### src/rtl/spi_slave_word.sv
// Oversampled SPI slave: any WIDTH, any CPOL/CPHA, multi-word frames on CE0/CE1, double-buffered tx.
// Optional `SPI_ECHO_EN: on tx underrun the master gets back the most recent received word.
module spi_slave_word #(
  parameter int WIDTH = 8,
  parameter bit CPOL  = 1'b0,
  parameter bit CPHA  = 1'b0
) (
  input  logic             clk,
  input  logic             rst,
  input  logic             SCLK,
  input  logic             MOSI,
  input  logic             CE0,
  input  logic             CE1,
  output logic             MISO,
  output logic [WIDTH-1:0] rx_data,
  output logic             rx_valid,
  output logic             rx_cs,
  input  logic [WIDTH-1:0] tx_data,
  input  logic             tx_load,
  output logic             tx_pending,
  output logic             tx_underrun,
  output logic             frame_abort
);
  localparam int CW = $clog2(WIDTH);
  localparam logic [CW-1:0] LAST = CW'(WIDTH - 1);

  typedef enum logic {IDLE, ACTIVE} state_t;

  logic [1:0] sclk_q, mosi_q, ce0_q, ce1_q;
  logic       sclk_d;

  always_ff @(posedge clk) begin
    if (rst) begin
      sclk_q <= {2{CPOL}};
      mosi_q <= '0;
      ce0_q  <= '1;
      ce1_q  <= '1;
      sclk_d <= CPOL;
    end else begin
      sclk_q <= {sclk_q[0], SCLK};
      mosi_q <= {mosi_q[0], MOSI};
      ce0_q  <= {ce0_q[0], CE0};
      ce1_q  <= {ce1_q[0], CE1};
      sclk_d <= sclk_q[1];
    end
  end

  logic sclk_s, mosi_s, ce0_s, ce1_s;
  assign sclk_s = sclk_q[1];
  assign mosi_s = mosi_q[1];
  assign ce0_s  = ce0_q[1];
  assign ce1_s  = ce1_q[1];

  // Leading edge is the one moving SCLK away from its idle level.
  logic toggle, lead, sample, shift;
  assign toggle = sclk_s ^ sclk_d;
  assign lead   = toggle & (sclk_s ^ CPOL);
  assign sample = CPHA ? (toggle & ~lead) : lead;
  assign shift  = CPHA ? lead : (toggle & ~lead);

  state_t           state;
  logic             sel;
  logic [CW-1:0]    cnt;
  logic [WIDTH-1:0] rx_shift, tx_shift, tx_buf;
  logic [WIDTH-1:0] rx_next, dflt, word_sel;
  logic             ce_mine, live, start, done, reload, take;

  assign ce_mine = sel ? ce1_s : ce0_s;
  assign live    = (state == ACTIVE) && !ce_mine;
  assign start   = (state == IDLE) && (ce0_s != ce1_s);
  assign done    = live && sample && (cnt == LAST);
  // CPHA=1 reloads on the completing sample edge; CPHA=0 on the next shift edge (counter already wrapped).
  assign reload  = live && (CPHA ? done : (shift && cnt == '0));
  assign take    = start || reload;
  assign rx_next = {rx_shift[WIDTH-2:0], mosi_s};

`ifdef SPI_ECHO_EN
  assign dflt = done ? rx_next : rx_data;
`else
  assign dflt = '0;
`endif

  assign word_sel = tx_pending ? tx_buf : (tx_load ? tx_data : dflt);
  assign MISO     = (state == ACTIVE) && tx_shift[WIDTH-1];

  always_ff @(posedge clk) begin
    if (rst) begin
      state       <= IDLE;
      sel         <= 1'b0;
      cnt         <= '0;
      rx_shift    <= '0;
      tx_shift    <= '0;
      tx_buf      <= '0;
      rx_data     <= '0;
      rx_valid    <= 1'b0;
      rx_cs       <= 1'b0;
      tx_pending  <= 1'b0;
      tx_underrun <= 1'b0;
      frame_abort <= 1'b0;
    end else begin
      rx_valid    <= 1'b0;
      frame_abort <= 1'b0;
      tx_underrun <= take && !tx_pending && !tx_load;

      // A load that coincides with a take of an empty buffer is bypassed, so it leaves nothing pending.
      if (tx_load) begin
        tx_buf <= tx_data;
        if (!(take && !tx_pending)) tx_pending <= 1'b1;
      end else if (take) begin
        tx_pending <= 1'b0;
      end

      case (state)
        IDLE: begin
          if (start) begin
            state <= ACTIVE;
            sel   <= ce0_s;
            cnt   <= '0;
          end
        end
        ACTIVE: begin
          if (ce_mine) begin
            state       <= IDLE;
            frame_abort <= (cnt != '0);
          end else begin
            if (sample) begin
              rx_shift <= rx_next;
              cnt      <= done ? '0 : cnt + 1'b1;
              if (done) begin
                rx_data  <= rx_next;
                rx_valid <= 1'b1;
                rx_cs    <= sel;
              end
            end
            if (shift && cnt != '0) tx_shift <= {tx_shift[WIDTH-2:0], 1'b0};
          end
        end
        default: state <= IDLE;
      endcase

      if (take) tx_shift <= word_sel;
    end
  end
endmodule

### config.mk
export PLATFORM = sky130hd
export DESIGN_NAME = spi_slave_word
export DESIGN_NICKNAME = d
export VERILOG_FILES = /design/src/rtl/spi_slave_word.sv
export SDC_FILE = /design/constraint.sdc
export NUM_CORES = 1
export LEC_CHECK = 0
export BUFFER_PORTS_ARGS = -buffer_cell sky130_fd_sc_hd__buf_2
export CORE_MARGIN = 3
export CORE_UTILIZATION = 55
export DETAILED_ROUTE_END_ITERATION = 16
export PLACE_DENSITY = 0.79
export SETUP_SLACK_MARGIN = 0.2
export SLEW_MARGIN = 20
export SYNTH_ARGS = -nofsm -noshare
export SYNTH_HDL_FRONTEND = slang
export SYNTH_SLANG_ARGS = --single-unit
### constraint.sdc
create_clock -name clk -period 3.1 [get_ports clk]
set_input_delay 0.155 -clock clk [delete_from_list [all_inputs] [get_ports clk]]
set_output_delay 0.155 -clock clk [all_outputs]
set_load 0.1 [all_outputs]
-- Word-level counts from Yosys, hierarchy flattened
Index checks and enable logic that the tools add are counted.
- logic and storage cells: 77
- register bits after elaboration: 50
- input port bits: 15
- output and inout port bits: 14
- reduce and logical (&&, ||, !) cells: 27
- equality and inequality tests: 7
- $add $sub $neg: 1
- bitwise logic cells: 6
- mux-type cells: 19
- operators by type and width (operator ; count):
    8-bit two-way mux ; 6
    3-bit two-way mux ; 4
    1-bit logical AND ; 10
    3-bit AND reduction ; 3
    2-bit inequality test, second input constant ; 4
    1-bit two-way mux ; 7
    3-bit case mux with 2 select lines ; 1
    2-bit nonzero test ; 3
    2-bit AND reduction ; 2
    4-bit AND reduction ; 1
    4-bit OR reduction ; 1
    3-bit by 1-bit adder with 3-bit output, second input constant ; 1
    3-bit equality test, second input constant ; 1
    1-bit zero test ; 3
    3-bit zero test ; 1
    1-bit NOT ; 3
    3-bit nonzero test ; 1
    3-bit OR reduction ; 1
    1-bit AND ; 2
    2-bit by 1-bit inequality test with 1-bit output, second input constant ; 1
    1-bit case mux with 2 select lines ; 1
    1-bit logical OR ; 1
    1-bit inequality test ; 1
    1-bit bitwise XOR ; 1

-- Depth between registers and ports, before layout
- word-level depth: 10
- depth in mapped cells: 8
- depth with buffers taken out: 6

-- Worst setup path before layout
No wires, ideal clock.
- kind: register -> register
- start point: register tx_pending
- end point: register tx_shift[7]
- stages on the path, launching flop included: 6
- arrival time: 2.020 ns
- library setup time: 0.119 ns
- period minus slack after synthesis: 2.139 ns
- slack: 0.961 ns
- data required time: 2.981 ns
- buffers on the path: 2
- cell sequence: dfxtp_1 buf_2 clkbuf_1 o21a_1 a22oi_1 o221a_2
- longest elaborated chain between the ends: 2
- RTL lines (item ; line ; source):
    from (decl) ; 20 ; output logic tx_pending,
    from (signal assigned) ; 97 ; tx_pending <= 1'b0;
    from (signal assigned) ; 108 ; if (!(take && !tx_pending)) tx_pending <= 1'b1;
    from (signal assigned) ; 110 ; tx_pending <= 1'b0;
    8-bit two-way mux ; 83 ; assign word_sel = tx_pending ? tx_buf : (tx_load ? tx_data : dflt);
    8-bit two-way mux ; 141 ; if (take) tx_shift <= word_sel;
    to (signal assigned) ; 135 ; if (shift && cnt != '0) tx_shift <= {tx_shift[WIDTH-2:0], 1'b0};
    to (signal assigned) ; 141 ;
    to (decl) ; 64 ; logic [WIDTH-1:0] rx_shift, tx_shift, tx_buf;
Every way passes these cells.
A chain may end at the register's enable or synchronous reset.

-- Worst setup path in the final report
- start point: register cnt[1]
- end point: register cnt[1]
- longest elaborated chain between the ends: 6
- elaborated cells on any way between the ends: 7
- classes of those cells: add/sub (1); eq/ne (1); mux (4); reduce/logical (1)
- RTL lines (item ; line ; source):
    from (decl) ; 63 ; logic [CW-1:0] cnt;
    from (signal assigned) ; 128 ; cnt <= done ? '0 : cnt + 1'b1;
    parallel branches: the longest is 2 deep, another holds 3-bit by 1-bit adder with 3-bit output ; -- ;
    3-bit two-way mux * ; 128 ;
    3-bit two-way mux * ; 126 ; if (sample) begin
    3-bit two-way mux * ; 122 ; if (ce_mine) begin
    3-bit case mux with 2 select lines * ; 113 ; case (state)
Mark *: on every way between the ends. The select of a mux whose other input is x is not followed.

==> metrics.csv <==
metric;value;unit
run status;complete, no violations;
initial DRC count;102;
worst clock skew on the final layout;7.47;ps
weighted congestion reported at the end of routability-driven placement;0.742;
sequential fraction of design power;59.4;%
Clock Pin Slew Worst Setup and Hold Paths;90;ps
startpoint of the most critical hold path;CE1;
Max Clk Rate;0.565;GHz
largest net degree at the start of global routing;35;
DR vias/cell;5.45;
Min-Delay Path Class;input port to register;
area taken by multi-input logic gates;975;um2
crit path buf inv count;0;
Port Buffer Count;28;
Critical R2R Launch;cnt[1];
num ports;29;
commonest cells after routing, fill and taps aside;50 x dfxtp_1, 40 x nand2_1, 35 x a21oi_1, 28 x buf_2, 12 x nand3_1;
ordered cell list for the critical path;ha_1 > ha_1 > nand3_1 > nand4_1 > a21oi_1;
die width;67.7;um
via count;1661;
critical register-to-register path endpoint;cnt[1];
die height;67.7;um
hpwl dp;2540;um
power share of the clock group;30.5;%
P_leak;0.912;nW
Top Family by Delay on Critical Path;simple AND/OR/NAND/NOR gates;
global-route congestion overflow total;0;
non-filler instance count after layout;305;
worst slew pin tran;644;ps
total CTS buffers;5;
PD cells;509;nW/um2
VDD IR-drop max;402;uV
period utilisation layout;57.1;%
number of gates given a new drive strength after cts;0;
hold_buf cts;0;
DR DRC count;0;
Std-Cell Rows;21;
arrival time of data at the critical path endpoint;1940;ps
required time worst endpoint;3270;ps
Pins Over Slew Limit;0;
TritonCTS clock tree;done;
syn nets;259;
fraction of final layout cells with drive strength greater than 1;19.7;%
maximum clock insertion buffer count;2;
r2r setup slk;1330;ps
DIE AREA;4590;um2
switching power;295;uW
standard cell core area;3490;um2
Crit path depth;5;
First-pass DRT Iterations;4;
buffer type at the clock tree root;clkbuf_8;
most common library cell in the layout ignoring fill and taps;dfxtp_1;
combinational power share;10.2;%
hold worst-path end;ce1_q[0];
Syn-to-layout area delta;8.89;%
hold violation total from the final report;0;
Setup Crit Path Kind;register to register;
first-pass GRT wire length;6180;um
kind of end point of the critical path;register;
worst relative slew slack;57.0;%
routed wire length per instance;12.8;um
insertion delay of the later-clocked pin in the worst-skew pair;300;ps
Max FO, Critical Path;13;
Tmin final;1770;ps
number of cells produced by synthesis;241;
Initial Util;60.0;%
CTS H-tree depth;2;
Internal;867;uW
synthesized flop and latch total;50;
post-layout power;1.16;mW
Num Clock Sinks;50;
antenna violation net count after detailed routing;0;
largest stage delay on the critical path;450;ps
cell mode on critical path;ha_1;
cell count of the worst hold path;2;
setup repair after global routing missed its margin;no;
total global routing track utilization;17.8;%
via count of the first global-routing pass;1419;
postcts setup bufs;0;
Net Sw Frac;25.4;%
antenna violations before repair;0;
total standard cell area after synthesis;2100;um2
Post-layout nets;277;
number of antenna repair diodes;0;
Register Area;1000;um2
average size of a mapped cell;8.70;um2
placed cell count;298;
startpoint type of the worst setup path;register;
detailed-route wire length;3920;um
final total negative setup slack;0;ps
sequential share of the synthesized area;47.7;%
worst reg-to-reg path cell count;5;
endpoints failing setup;0;
Max stage delay cell, worst path;nand3_1;
number of warnings reported in the yosys synthesis log;0;
number of distinct standard cells referenced by the synthesized netlist;35;
filler cell count in the final layout;313;
count of max-cap constraint violations;0;
[power groups by stage]
| stage | registers [mW] | clock network [mW] | logic (mW) |
|---|---|---|---|
| 6_report | 0.690 | 0.354 | 0.118 |
| 5_1_grt | 0.694 | 0.392 | 0.128 |
| 4_1_cts | 0.690 | 0.364 | 0.118 |
| 3_5_place_dp | 0.705 | 0 | 0.117 |
| 3_3_place_gp | 0.703 | 0 | 0.114 |
| 2_1_floorplan | 0.707 | 0 | 0.0898 |
[per-stage QoR]
stage	instance area, um2	hold slack, ps	setup slack, ps	util [%]
after floorplan	2100	259	961	-
after global placement	2200	338	1400	63.1
after detailed placement	2200	345	1350	63.1
after CTS	2280	34.8	1340	65.3
after global routing	2280	28.0	1190	65.3
final	2280	37.7	1330	65.3
[cell usage after synthesis]
master	n	area share [%]
o21a_1	7	2.5
a22oi_1	7	2.5
nor2_1	11	2.0
dfxtp_1	50	48
nand2b_1	8	2.4
nand3_2	1	0.48
nand2_2	1	0.30
nand4_1	5	1.5
or2_2	4	1.2
a21oi_1	35	8.4
o221a_2	7	3.8
o311a_1	1	0.48
nand2b_2	1	0.42
nand2_1	40	7.2
a41oi_1	1	0.42
and3b_1	1	0.42
o32ai_1	1	0.42
and3_1	1	0.30
nor4b_1	1	0.42
o21ai_0	3	0.72
buf_2	3	0.72
a31oi_1	1	0.30
and2_1	3	0.90
buf_6	4	2.1
nand3_1	12	2.9
mux2i_1	1	0.48
ha_1	3	1.8
inv_1	4	0.72
mux2i_4	1	1.1
nor4_1	1	0.30
xor2_1	1	0.42
buf_1	2	0.36
clkbuf_2	1	0.24
clkbuf_1	9	1.6
nor2b_1	9	2.7
[state kept, by name (all words and copies together) (netlist names), 2 cells and up]
| signal | count |
|---|---|
| rx_data | 8 |
| tx_buf | 8 |
| tx_shift | 8 |
| rx_shift | 7 |
| cnt | 3 |
| ce0_q | 2 |
| ce1_q | 2 |
| mosi_q | 2 |
| sclk_q | 2 |
[cell type report]
cell class                      instances  area share [%]
Clock buffer                            6            3.18
Tap cell                               46            2.52
Multi-Input combinational cell        168            42.7
Timing Repair Buffer                   30            6.79
Clock inverter                          1           0.329
Inverter                                4           0.658
Sequential cell                        50            43.8
[metal layers]
| metal | global-route usage (%) | part of all wire (%) | vias to the layer above |
|---|---|---|---|
| met5 | 0 | 0 | - |
| met4 | 5.57 | 0.97 | 0 |
| met3 | 5.66 | 6.7 | 5 |
| met2 | 27.9 | 43 | 47 |
| met1 | 23.2 | 50 | 744 |
| li1 | - | - | 865 |
[cells by family after synthesis]
family / after synthesis / synth area share, %
and+or+nand+nor: 99 / 23.3
AOI/OAI and AO/OA: 63 / 19.5
DFF: 50 / 47.7
buffers and inverters: 23 / 5.79
adders and majority gates: 3 / 1.79
muxes: 2 / 1.55
xor gates and xnor gates: 1 / 0.418
[worst max path at each step]
stage | startpoint | end | slack (ps)
after floorplan | tx_pending | tx_shift[7] | 960
after CTS | cnt[1] | cnt[1] | 1340
after global routing | cnt[1] | rx_cs | 1190
after detailed placement | cnt[1] | cnt[1] | 1350
final | cnt[1] | cnt[1] | 1330
after global placement | cnt[0] | cnt[2] | 1400
(Power assumes the default switching activity.)
